===== config.mk =====
export PLATFORM = sky130hd
export DESIGN_NAME = dut_vector_sequencer
export DESIGN_NICKNAME = d
export VERILOG_FILES = /design/src/rtl/dut_vector_sequencer.sv
export SDC_FILE = /design/constraint.sdc
export NUM_CORES = 1
export LEC_CHECK = 0
export CORE_ASPECT_RATIO = 1.2
export CORE_UTILIZATION = 54
export CTS_BUF_LIST = sky130_fd_sc_hd__clkbuf_16
export DETAILED_ROUTE_END_ITERATION = 6
export PLACE_DENSITY = 0.81
export SLEW_MARGIN = 20
export SYNTH_ARGS = -nofsm -noshare
export SYNTH_HDL_FRONTEND = slang
export SYNTH_SLANG_ARGS = --single-unit

===== constraint.sdc =====
create_clock -name clk -period 7 [get_ports clk]
set_clock_uncertainty 0.05 [all_clocks]
set_input_delay 1.75 -clock clk [delete_from_list [all_inputs] [get_ports clk]]
set_output_delay 1.75 -clock clk [all_outputs]
set_load 0.05 [all_outputs]

===== src/rtl/dut_vector_sequencer.sv =====
// Streams buffered stimulus vectors into a combinational DUT, waits a settle interval,
// and returns each sampled response on a valid/ready channel. Optional: RESULT_CHECK_EN.
module dut_vector_sequencer #(
  parameter int unsigned IN_W          = 150,
  parameter int unsigned OUT_W         = 80,
  parameter int unsigned SETTLE_CYCLES = 1,
  parameter int unsigned FIFO_DEPTH    = 4,
  parameter int unsigned IDX_W         = 16
) (
  input  logic             clk,
  input  logic             rst,
  input  logic             stim_valid,
  output logic             stim_ready,
  input  logic [IN_W-1:0]  stim_data,
  input  logic             stim_last,
`ifdef RESULT_CHECK_EN
  input  logic [OUT_W-1:0] exp_data,
  output logic [IDX_W-1:0] mismatch_cnt,
  output logic             res_mismatch,
`endif
  output logic [IN_W-1:0]  dut_in,
  input  logic [OUT_W-1:0] dut_out,
  output logic             res_valid,
  input  logic             res_ready,
  output logic [OUT_W-1:0] res_data,
  output logic [IDX_W-1:0] res_index,
  output logic             res_last,
  output logic             busy,
  output logic             done
);

  localparam int unsigned AW = $clog2(FIFO_DEPTH);
`ifdef RESULT_CHECK_EN
  localparam int unsigned ENT_W = OUT_W + IN_W + 1;
`else
  localparam int unsigned ENT_W = IN_W + 1;
`endif
  localparam logic [3:0]       SETTLE_INIT = 4'(SETTLE_CYCLES - 1);
  localparam logic [IDX_W-1:0] IDX_ONE     = IDX_W'(1);
  localparam logic [AW:0]      PTR_ONE     = (AW + 1)'(1);

  typedef enum logic [2:0] {
    S_IDLE,
    S_APPLY,
    S_SETTLE,
    S_CAPTURE,
    S_EMIT
  } state_t;

  // Stimulus FIFO; pointers carry one extra bit to separate full from empty
  logic [ENT_W-1:0] r_mem [FIFO_DEPTH];
  logic [AW:0]      r_wr_ptr;
  logic [AW:0]      r_rd_ptr;

  logic             w_full;
  logic             w_empty;
  logic             w_push;
  logic             w_pop;
  logic [ENT_W-1:0] w_push_entry;
  logic [ENT_W-1:0] w_head;
  logic [IN_W-1:0]  w_head_data;
  logic             w_head_last;
`ifdef RESULT_CHECK_EN
  logic [OUT_W-1:0] w_head_exp;
`endif

  state_t           r_state;
  logic [IN_W-1:0]  r_dut_in;
  logic             r_last_lat;
  logic [3:0]       r_settle_cnt;
  logic             r_res_valid;
  logic [OUT_W-1:0] r_res_data;
  logic [IDX_W-1:0] r_res_index;
  logic             r_res_last;
  logic [IDX_W-1:0] r_vec_idx;
  logic             r_done;
`ifdef RESULT_CHECK_EN
  logic [OUT_W-1:0] r_exp_lat;
  logic             r_res_mismatch;
  logic [IDX_W-1:0] r_mismatch_cnt;
`endif

  assign w_full  = (r_wr_ptr[AW] != r_rd_ptr[AW]) &&
                   (r_wr_ptr[AW-1:0] == r_rd_ptr[AW-1:0]);
  assign w_empty = (r_wr_ptr == r_rd_ptr);
  assign w_push  = stim_valid && !w_full;
  assign w_pop   = (r_state == S_APPLY);

`ifdef RESULT_CHECK_EN
  assign w_push_entry = {exp_data, stim_last, stim_data};
`else
  assign w_push_entry = {stim_last, stim_data};
`endif

  assign w_head      = r_mem[r_rd_ptr[AW-1:0]];
  assign w_head_data = w_head[IN_W-1:0];
  assign w_head_last = w_head[IN_W];
`ifdef RESULT_CHECK_EN
  assign w_head_exp  = w_head[ENT_W-1 -: OUT_W];
`endif

  always_ff @(posedge clk) begin
    if (w_push) begin
      r_mem[r_wr_ptr[AW-1:0]] <= w_push_entry;
    end
  end

  always_ff @(posedge clk) begin
    if (rst) begin
      r_wr_ptr <= '0;
      r_rd_ptr <= '0;
    end else begin
      if (w_push) begin
        r_wr_ptr <= r_wr_ptr + PTR_ONE;
      end
      if (w_pop) begin
        r_rd_ptr <= r_rd_ptr + PTR_ONE;
      end
    end
  end

  always_ff @(posedge clk) begin
    if (rst) begin
      r_state        <= S_IDLE;
      r_dut_in       <= '0;
      r_last_lat     <= 1'b0;
      r_settle_cnt   <= '0;
      r_res_valid    <= 1'b0;
      r_res_data     <= '0;
      r_res_index    <= '0;
      r_res_last     <= 1'b0;
      r_vec_idx      <= '0;
      r_done         <= 1'b0;
`ifdef RESULT_CHECK_EN
      r_exp_lat      <= '0;
      r_res_mismatch <= 1'b0;
      r_mismatch_cnt <= '0;
`endif
    end else begin
      r_done <= 1'b0;
      case (r_state)
        S_IDLE: begin
          if (!w_empty) begin
            r_state <= S_APPLY;
          end
        end
        S_APPLY: begin
          r_dut_in     <= w_head_data;
          r_last_lat   <= w_head_last;
`ifdef RESULT_CHECK_EN
          r_exp_lat    <= w_head_exp;
`endif
          r_settle_cnt <= SETTLE_INIT;
          r_state      <= S_SETTLE;
        end
        S_SETTLE: begin
          if (r_settle_cnt == '0) begin
            r_state <= S_CAPTURE;
          end else begin
            r_settle_cnt <= r_settle_cnt - 4'd1;
          end
        end
        S_CAPTURE: begin
          r_res_data     <= dut_out;
          r_res_index    <= r_vec_idx;
          r_res_last     <= r_last_lat;
          r_res_valid    <= 1'b1;
`ifdef RESULT_CHECK_EN
          r_res_mismatch <= (dut_out != r_exp_lat);
`endif
          r_state        <= S_EMIT;
        end
        S_EMIT: begin
          if (res_ready) begin
            r_res_valid <= 1'b0;
`ifdef RESULT_CHECK_EN
            if (r_res_mismatch && (r_mismatch_cnt != '1)) begin
              r_mismatch_cnt <= r_mismatch_cnt + IDX_ONE;
            end
`endif
            // the last result of a run restarts numbering for the next run
            if (r_res_last) begin
              r_done    <= 1'b1;
              r_vec_idx <= '0;
              r_state   <= S_IDLE;
            end else begin
              r_vec_idx <= r_vec_idx + IDX_ONE;
              r_state   <= w_empty ? S_IDLE : S_APPLY;
            end
          end
        end
        default: r_state <= S_IDLE;
      endcase
    end
  end

  assign stim_ready = !w_full;
  assign dut_in     = r_dut_in;
  assign res_valid  = r_res_valid;
  assign res_data   = r_res_data;
  assign res_index  = r_res_index;
  assign res_last   = r_res_last;
  assign busy       = (r_state != S_IDLE);
  assign done       = r_done;
`ifdef RESULT_CHECK_EN
  assign res_mismatch = r_res_mismatch;
  assign mismatch_cnt = r_mismatch_cnt;
`endif

endmodule


# ---- Yosys cells after proc, flatten, opt, wreduce, memory -nomap -nowiden
# Memories as Yosys holds them, arrays and structs flattened. A register that Yosys moved wholly into a read port is not among the register bits.
# Index checks and enable logic that the tools add are counted.
dict set report op_classes {
  bitwise 2
  magnitude_cmp 0
  n_shift 0
  multipliers 0
  reduce_logical 13
  mux 14
  div 0
  eq_ne 11
  n_addsub 4
}
# op count
set ops {}
lappend ops {{adder 16 x 1 -> 16 bit (second input constant)} 1}
lappend ops {{2-to-1 mux 16 bit} 1}
lappend ops {{case mux 3 bit (5 select lines)} 1}
lappend ops {{2-to-1 mux 3 bit} 3}
lappend ops {{!= test 2 bit (second input constant)} 4}
lappend ops {{case mux 4 bit (2 select lines)} 1}
lappend ops {{adder 3 x 1 -> 3 bit (second input constant)} 2}
lappend ops {{equality test 3 x 2 -> 1 bit (second input constant)} 2}
lappend ops {{2-to-1 mux 1 bit} 6}
lappend ops {{AND reduction 2 bit} 3}
lappend ops {{logical NOT 4 bit} 1}
lappend ops {{2-to-1 mux 4 bit} 1}
lappend ops {{nonzero test 2 bit} 2}
lappend ops {{subtractor 4 x 1 -> 4 bit (second input constant)} 1}
lappend ops {{equality test 3 x 1 -> 1 bit (second input constant)} 1}
lappend ops {{equality test 3 bit} 1}
lappend ops {{equality test 3 bit (second input constant)} 1}
lappend ops {{logical NOT 3 bit} 1}
lappend ops {{AND reduction 3 bit} 1}
lappend ops {{nonzero test 3 bit} 1}
lappend ops {{OR reduction 3 bit} 1}
lappend ops {{equality test 2 bit} 1}
lappend ops {{logical AND 1 bit} 2}
lappend ops {{inverter 1 bit} 2}
lappend ops {{other kinds (3)} 3}
dict set report word_totals {
  output_inout_bits 251
  memories 1
  reg_bits 128
  ramBits 604
  rom_bits 0
  input_bits 235
  elab_cells 55
  latchBits 0
}
# memory words word_bits read_ports rd_ports_with_merged_regs wr line
set memory_table {}
lappend memory_table {r_mem 4 151 1 1 1 51} ;# logic [ENT_W-1:0] r_mem [FIFO_DEPTH];

# ---- Longest topological paths before layout
dict set report depth {
  depth_word 6
  mapped_depth 8
  ltp_nobuf 6
}

# ---- Worst setup path before layout
# OpenSTA, ideal clock, no wires.
dict set report synth_timing {
  kind {input-to-reg}
  from {input stim_valid}
  to {memory r_mem[1][0] in the netlist's numbering, enable pin}
  setup_time_ns 0.529
  path_buffers 0
  required_ns 6.421
  cell_stages 3
  arrival_ns 5.614
  path_slack_ns 0.807
  path_cell_list {inv_1 a31oi_1 and2_1}
}
dict set report synth_between {
  elab_chain_cells 3
}
# item line
set synth_rtl {}
lappend synth_rtl {{start, declared} 12} ;# input logic stim_valid,
lappend synth_rtl {{logical AND 1 bit} 86} ;# assign w_push = stim_valid && !w_full;
lappend synth_rtl {{2-to-1 mux 1 bit} 103} ;# if (w_push) begin
lappend synth_rtl {{2-to-1 mux 1 bit (implied by the code)} 104} ;# r_mem[r_wr_ptr[AW-1:0]] <= w_push_entry;
lappend synth_rtl {{end, declared} 51}
# No other way between the ends.

# ---- Worst setup path in the final report
dict set report layout_timing {
  from {register r_rd_ptr[0]}
  to {output stim_ready}
}
dict set report layout_between {
  elab_chain_cells 3
}
# item line
set layout_rtl {}
lappend layout_rtl {{start, declared} 53} ;# logic [AW:0] r_rd_ptr;
lappend layout_rtl {{start signal, assigned} 117} ;# r_rd_ptr <= r_rd_ptr + PTR_ONE;
lappend layout_rtl {{equality test 2 bit} 84} ;# (r_wr_ptr[AW-1:0] == r_rd_ptr[AW-1:0]);
lappend layout_rtl {{logical AND 1 bit} 83} ;# assign w_full = (r_wr_ptr[AW] != r_rd_ptr[AW]) &&
lappend layout_rtl {{logical NOT 1 bit} 197} ;# assign stim_ready = !w_full;
lappend layout_rtl {{end, declared} 13} ;# output logic stim_ready,
# No other way between the ends.

==> metrics.txt <==
# TYPE chip_impl_metric gauge
chip_impl_info{name="run_status",value="complete, no violations"} 1
chip_impl_info{name="setup.worst_path.class",value="reg2out"} 1
chip_impl_metric{name="postSynthRegisterBits",unit=""} 883
chip_impl_metric{name="layout.cells.non_filler",unit=""} 3325
chip_impl_metric{name="finalSetupViolCount",unit=""} 0
chip_impl_metric{name="p_comb_share",unit="%"} 24.5
chip_impl_metric{name="timing.critical_path.arrival",unit="ps"} 3100
chip_impl_metric{name="grt_remaining_overflow",unit=""} 0
chip_impl_metric{name="die_area",unit="sq mm"} 0.0597
chip_impl_metric{name="final_nets",unit=""} 2749
chip_impl_metric{name="gpl_wtd_cong",unit=""} 0.811
chip_impl_metric{name="largest_net_degree_at_the_start_of_global_routing",unit=""} 121
chip_impl_info{name="hold_path.class",value="reg2reg"} 1
chip_impl_metric{name="filler_cell_count",unit=""} 3655
chip_impl_metric{name="yosysWarningCount",unit=""} 0
chip_impl_metric{name="report.final.slew_viol_count",unit=""} 0
chip_impl_metric{name="clk_path_buf_depth",unit=""} 3
chip_impl_metric{name="post-cts-setup-buffers",unit=""} 0
chip_impl_metric{name="seq_area_frac_synth",unit="%"} 74.8
chip_impl_metric{name="slew-limit-headroom",unit="%"} 24.2
chip_impl_metric{name="ys_types",unit=""} 45
chip_impl_info{name="cells_taking_the_most_area_after_synthesis",value="edfxtp_1 (57%), dfxtp_1 (18%), mux4_2 (11%)"} 1
chip_impl_metric{name="whs",unit="ps"} 403
chip_impl_info{name="timing.critical_path.max_delay_family",value="flip-flops"} 1
chip_impl_metric{name="dp_cells",unit=""} 3156
chip_impl_metric{name="detail_route.first_pass.iterations",unit=""} 5
chip_impl_metric{name="power.clock.fraction",unit="%"} 30.9
chip_impl_metric{name="num_io_pins",unit=""} 486
chip_impl_metric{name="global_route_wire_length_before_repair",unit="um"} 114000
chip_impl_metric{name="p_int",unit="mW"} 9.89
chip_impl_metric{name="cts_max_level",unit=""} 3
chip_impl_metric{name="drt.antenna.violating_nets",unit=""} 0
chip_impl_metric{name="synth_async_sr_flop_share",unit="%"} 0
chip_impl_metric{name="fin_crit_period",unit="ps"} 4900
chip_impl_metric{name="total_leakage_power",unit="nW"} 12.9
chip_impl_metric{name="rows",unit=""} 96
chip_impl_metric{name="core-area",unit="sq mm"} 0.0577
chip_impl_metric{name="tns",unit="ps"} 0
chip_impl_info{name="timing.critical_path.from_type",value="flip-flop"} 1
chip_impl_metric{name="post_cts_hold_buffer_count",unit=""} 0
chip_impl_metric{name="global_route.usage.total",unit="%"} 25.6
chip_impl_metric{name="yosysTopAreaCellShare",unit="%"} 57.2
chip_impl_metric{name="route.detailed.wl_per_inst",unit="um"} 23.3
chip_impl_metric{name="crit_required",unit="ps"} 5200
chip_impl_metric{name="insertion_delay",unit="ps"} 620
chip_impl_metric{name="layout-area-overhead-vs-synth",unit="%"} 25.8
chip_impl_metric{name="fmax",unit="MHz"} 204
chip_impl_metric{name="ratio_of_routed_vias_to_standard_cells",unit=""} 5.71
chip_impl_metric{name="drt_drc_violations_left",unit=""} 0
chip_impl_metric{name="switching_share",unit="%"} 30.9
chip_impl_metric{name="net-switching-power",unit="mW"} 4.43
chip_impl_metric{name="final-hold-violation-count",unit=""} 0
chip_impl_metric{name="storage_element_area",unit="sq mm"} 0.0237
chip_impl_info{name="tritoncts",value="yes"} 1
chip_impl_metric{name="initial_core_util",unit="%"} 55.0
chip_impl_metric{name="post-dp-hpwl",unit="um"} 47200
chip_impl_metric{name="fp.dieH",unit="um"} 267
chip_impl_metric{name="clkTransAtPathRegs",unit="ps"} 60
chip_impl_info{name="post_synth_top_area_cell",value="edfxtp_1"} 1
chip_impl_metric{name="post_route_cells_drive_above_1_share",unit="%"} 11.8
chip_impl_metric{name="max_cap_violations",unit=""} 0
chip_impl_metric{name="syn_avg_cell_area",unit="sq um"} 15.5
chip_impl_metric{name="seq_power_share",unit="%"} 44.5
chip_impl_metric{name="post-route-period-util",unit="%"} 70.0
chip_impl_metric{name="syn_inst",unit=""} 2041
chip_impl_metric{name="first_global_vias",unit=""} 19400
chip_impl_metric{name="critical_path_peak_fanout",unit=""} 44
chip_impl_metric{name="placement.cell_area",unit="sq mm"} 0.0371
chip_impl_metric{name="post_layout_instance_area",unit="sq mm"} 0.0399
chip_impl_info{name="yosys_most_used_dff",value="edfxtp_1"} 1
chip_impl_metric{name="cp_slowest_stage_delay",unit="ps"} 940
chip_impl_metric{name="port-buffer-count",unit=""} 485
chip_impl_info{name="cts_root_buffer",value="clkbuf_16"} 1
chip_impl_metric{name="worstMarginPinSlew",unit="ps"} 1140
chip_impl_metric{name="number_of_vias_after_detailed_routing",unit=""} 19000
chip_impl_metric{name="fp.dieW",unit="um"} 223
chip_impl_metric{name="multiInputGateArea",unit="sq mm"} 0.00741
chip_impl_metric{name="cts_inserted_buffers",unit=""} 83
chip_impl_info{name="timing.critical_path.to_type",value="output port"} 1
chip_impl_metric{name="cts_resized",unit=""} 0
chip_impl_metric{name="route.final.wire_length",unit="um"} 77400
chip_impl_metric{name="netlist_area_before_placement",unit="sq mm"} 0.0317
chip_impl_metric{name="number_of_sinks_on_the_clock_net",unit=""} 883
chip_impl_metric{name="antenna_violations_before_repair",unit=""} 19
chip_impl_info{name="unrepaired_setup_endpoints_after_global_routing",value="no"} 1
chip_impl_metric{name="drt-initial-drc-count",unit=""} 1406
chip_impl_metric{name="powerDensity",unit="mW/mm^2"} 359
chip_impl_metric{name="path_buf_inv",unit=""} 1
chip_impl_metric{name="postSynthNetCount",unit=""} 2284
chip_impl_info{name="timing.critical_path.cells",value="xnor2_1 -> and2_1 -> nand2_1 -> clkdlybuf4s50_1"} 1
chip_impl_metric{name="synth-edff-count",unit=""} 604
chip_impl_metric{name="ir_drop",unit="uV"} 245
chip_impl_info{name="slowest_stage",value="dfxtp_4"} 1
## power groups by stage
stage	Sequential (mW)	Combinational [mW]	Clock [mW]
2_1_floorplan	7.23	1.60	0
3_3_place_gp	6.45	3.46	0
3_5_place_dp	6.49	3.52	0
4_1_cts	6.39	3.55	4.50
5_1_grt	6.43	3.71	4.70
6_report	6.38	3.51	4.43
## path summary, 6_finish.rpt
kind                                  start           end  slack [ps]  cells past startpoint
worst min register to register  dut_in[140]   dut_in[140]         400                      2
worst max register to register  r_rd_ptr[0]  r_mem[1][87]        3380                      4
worst min-delay path            dut_in[140]   dut_in[140]         400                      2
worst max-delay path            r_rd_ptr[0]    stim_ready        2100                      4
## final cells by class
type	instances	area share (%)
Clock inverter	68	1.33
Inverter	9	0.0972
Tap cell	735	2.31
Antenna cell	14	0.0878
Sequential cell	883	59.5
Multi-Input combinational cell	1026	18.6
Clock buffer	87	5.46
Timing Repair Buffer	503	12.6
## sequential cells by signal, summed over array words and instances, names as in the netlist, 3 cells and up
name / count
res_index: 16
r_settle_cnt: 4
r_mem: 604
r_state: 3
r_vec_idx: 16
r_wr_ptr: 3
res_data: 80
dut_in: 150
r_rd_ptr: 3
## cell usage after synthesis, types with 2 or more instances
cell type / n
edfxtp_1: 604
xor2_1: 11
or3_1: 5
inv_1: 9
nor2_1: 21
mux4_2: 151
clkbuf_1: 70
buf_6: 2
xnor2_1: 8
dfxtp_1: 279
and2_1: 6
nor3_1: 5
nand3_1: 5
buf_4: 6
buf_1: 6
or4_1: 3
nand2_1: 511
mux2i_1: 3
ha_1: 8
a21oi_1: 259
and3_1: 2
o21ai_0: 4
nand4_1: 4
buf_2: 38
## cells in the final DEF, fill, tap and decap left out, drive strengths merged, types with 2 or more instances in the layout
cell           Yosys  final
edfxtp           604    604
nand2            511    511
clkdlybuf4s50      0    484
dfxtp            279    279
a21oi            259    259
mux4             151    151
clkbuf            71     88
inv                9     37
clkinv             0     30
nor2              21     21
buf               52     18
diode              0     14
xor2              11     11
xnor2              8      8
ha                 8      8
bufinv             0      7
or3                7      7
nand3              6      6
and2               6      6
nor3               5      5
nand4              4      4
o21ai              4      4
mux2i              3      3
or4                3      3
clkinvlp           0      3
and3               2      2
nor3b              2      2
## layer usage
metal / share of wire (%) / track usage, % / routed length (um) / up-vias
li1: - / - / - / 8454
met1: 36 / 29.4 / 27700 / 9538
met2: 53 / 45.7 / 41000 / 804
met3: 7.1 / 5.18 / 5460 / 162
met4: 4.0 / 12.7 / 3120 / 14
met5: 0.11 / 0 / 83 / -
## cells by family after synthesis
logic type / after synthesis / synth area share [%]
xor gates and xnor gates: 19 / 0.525
DFF: 883 / 74.8
adders and majority gates: 8 / 0.316
and+or+nand+nor: 576 / 7.34
buffers and inverters: 132 / 1.86
AOI/OAI and AO/OA: 269 / 4.30
muxes: 154 / 10.8
## worst register-to-register path: cells and delay by family, from the launching register on
family | cells | cell delay [ps]
AO/OA/AOI/OAI | 1 | 500
AND/OR/NAND/NOR | 1 | 850
buffers and inverters | 1 | 550
flip-flops | 1 | 940
XOR/XNOR | 1 | 250
## stage by stage
| stage | util, % | power (mW) | worst slack, ps |
|---|---|---|---|
| CTS | 69.1 | 14.4 | 1960 |
| floorplan | - | 8.82 | 807 |
| finish | 69.2 | 14.3 | 2100 |
| detailed placement | 64.4 | 10.0 | 2310 |
| global placement | 64.4 | 9.91 | 2310 |
| global route | 69.2 | 14.8 | 1870 |
Note: power is estimated with default switching activity, not from simulation.
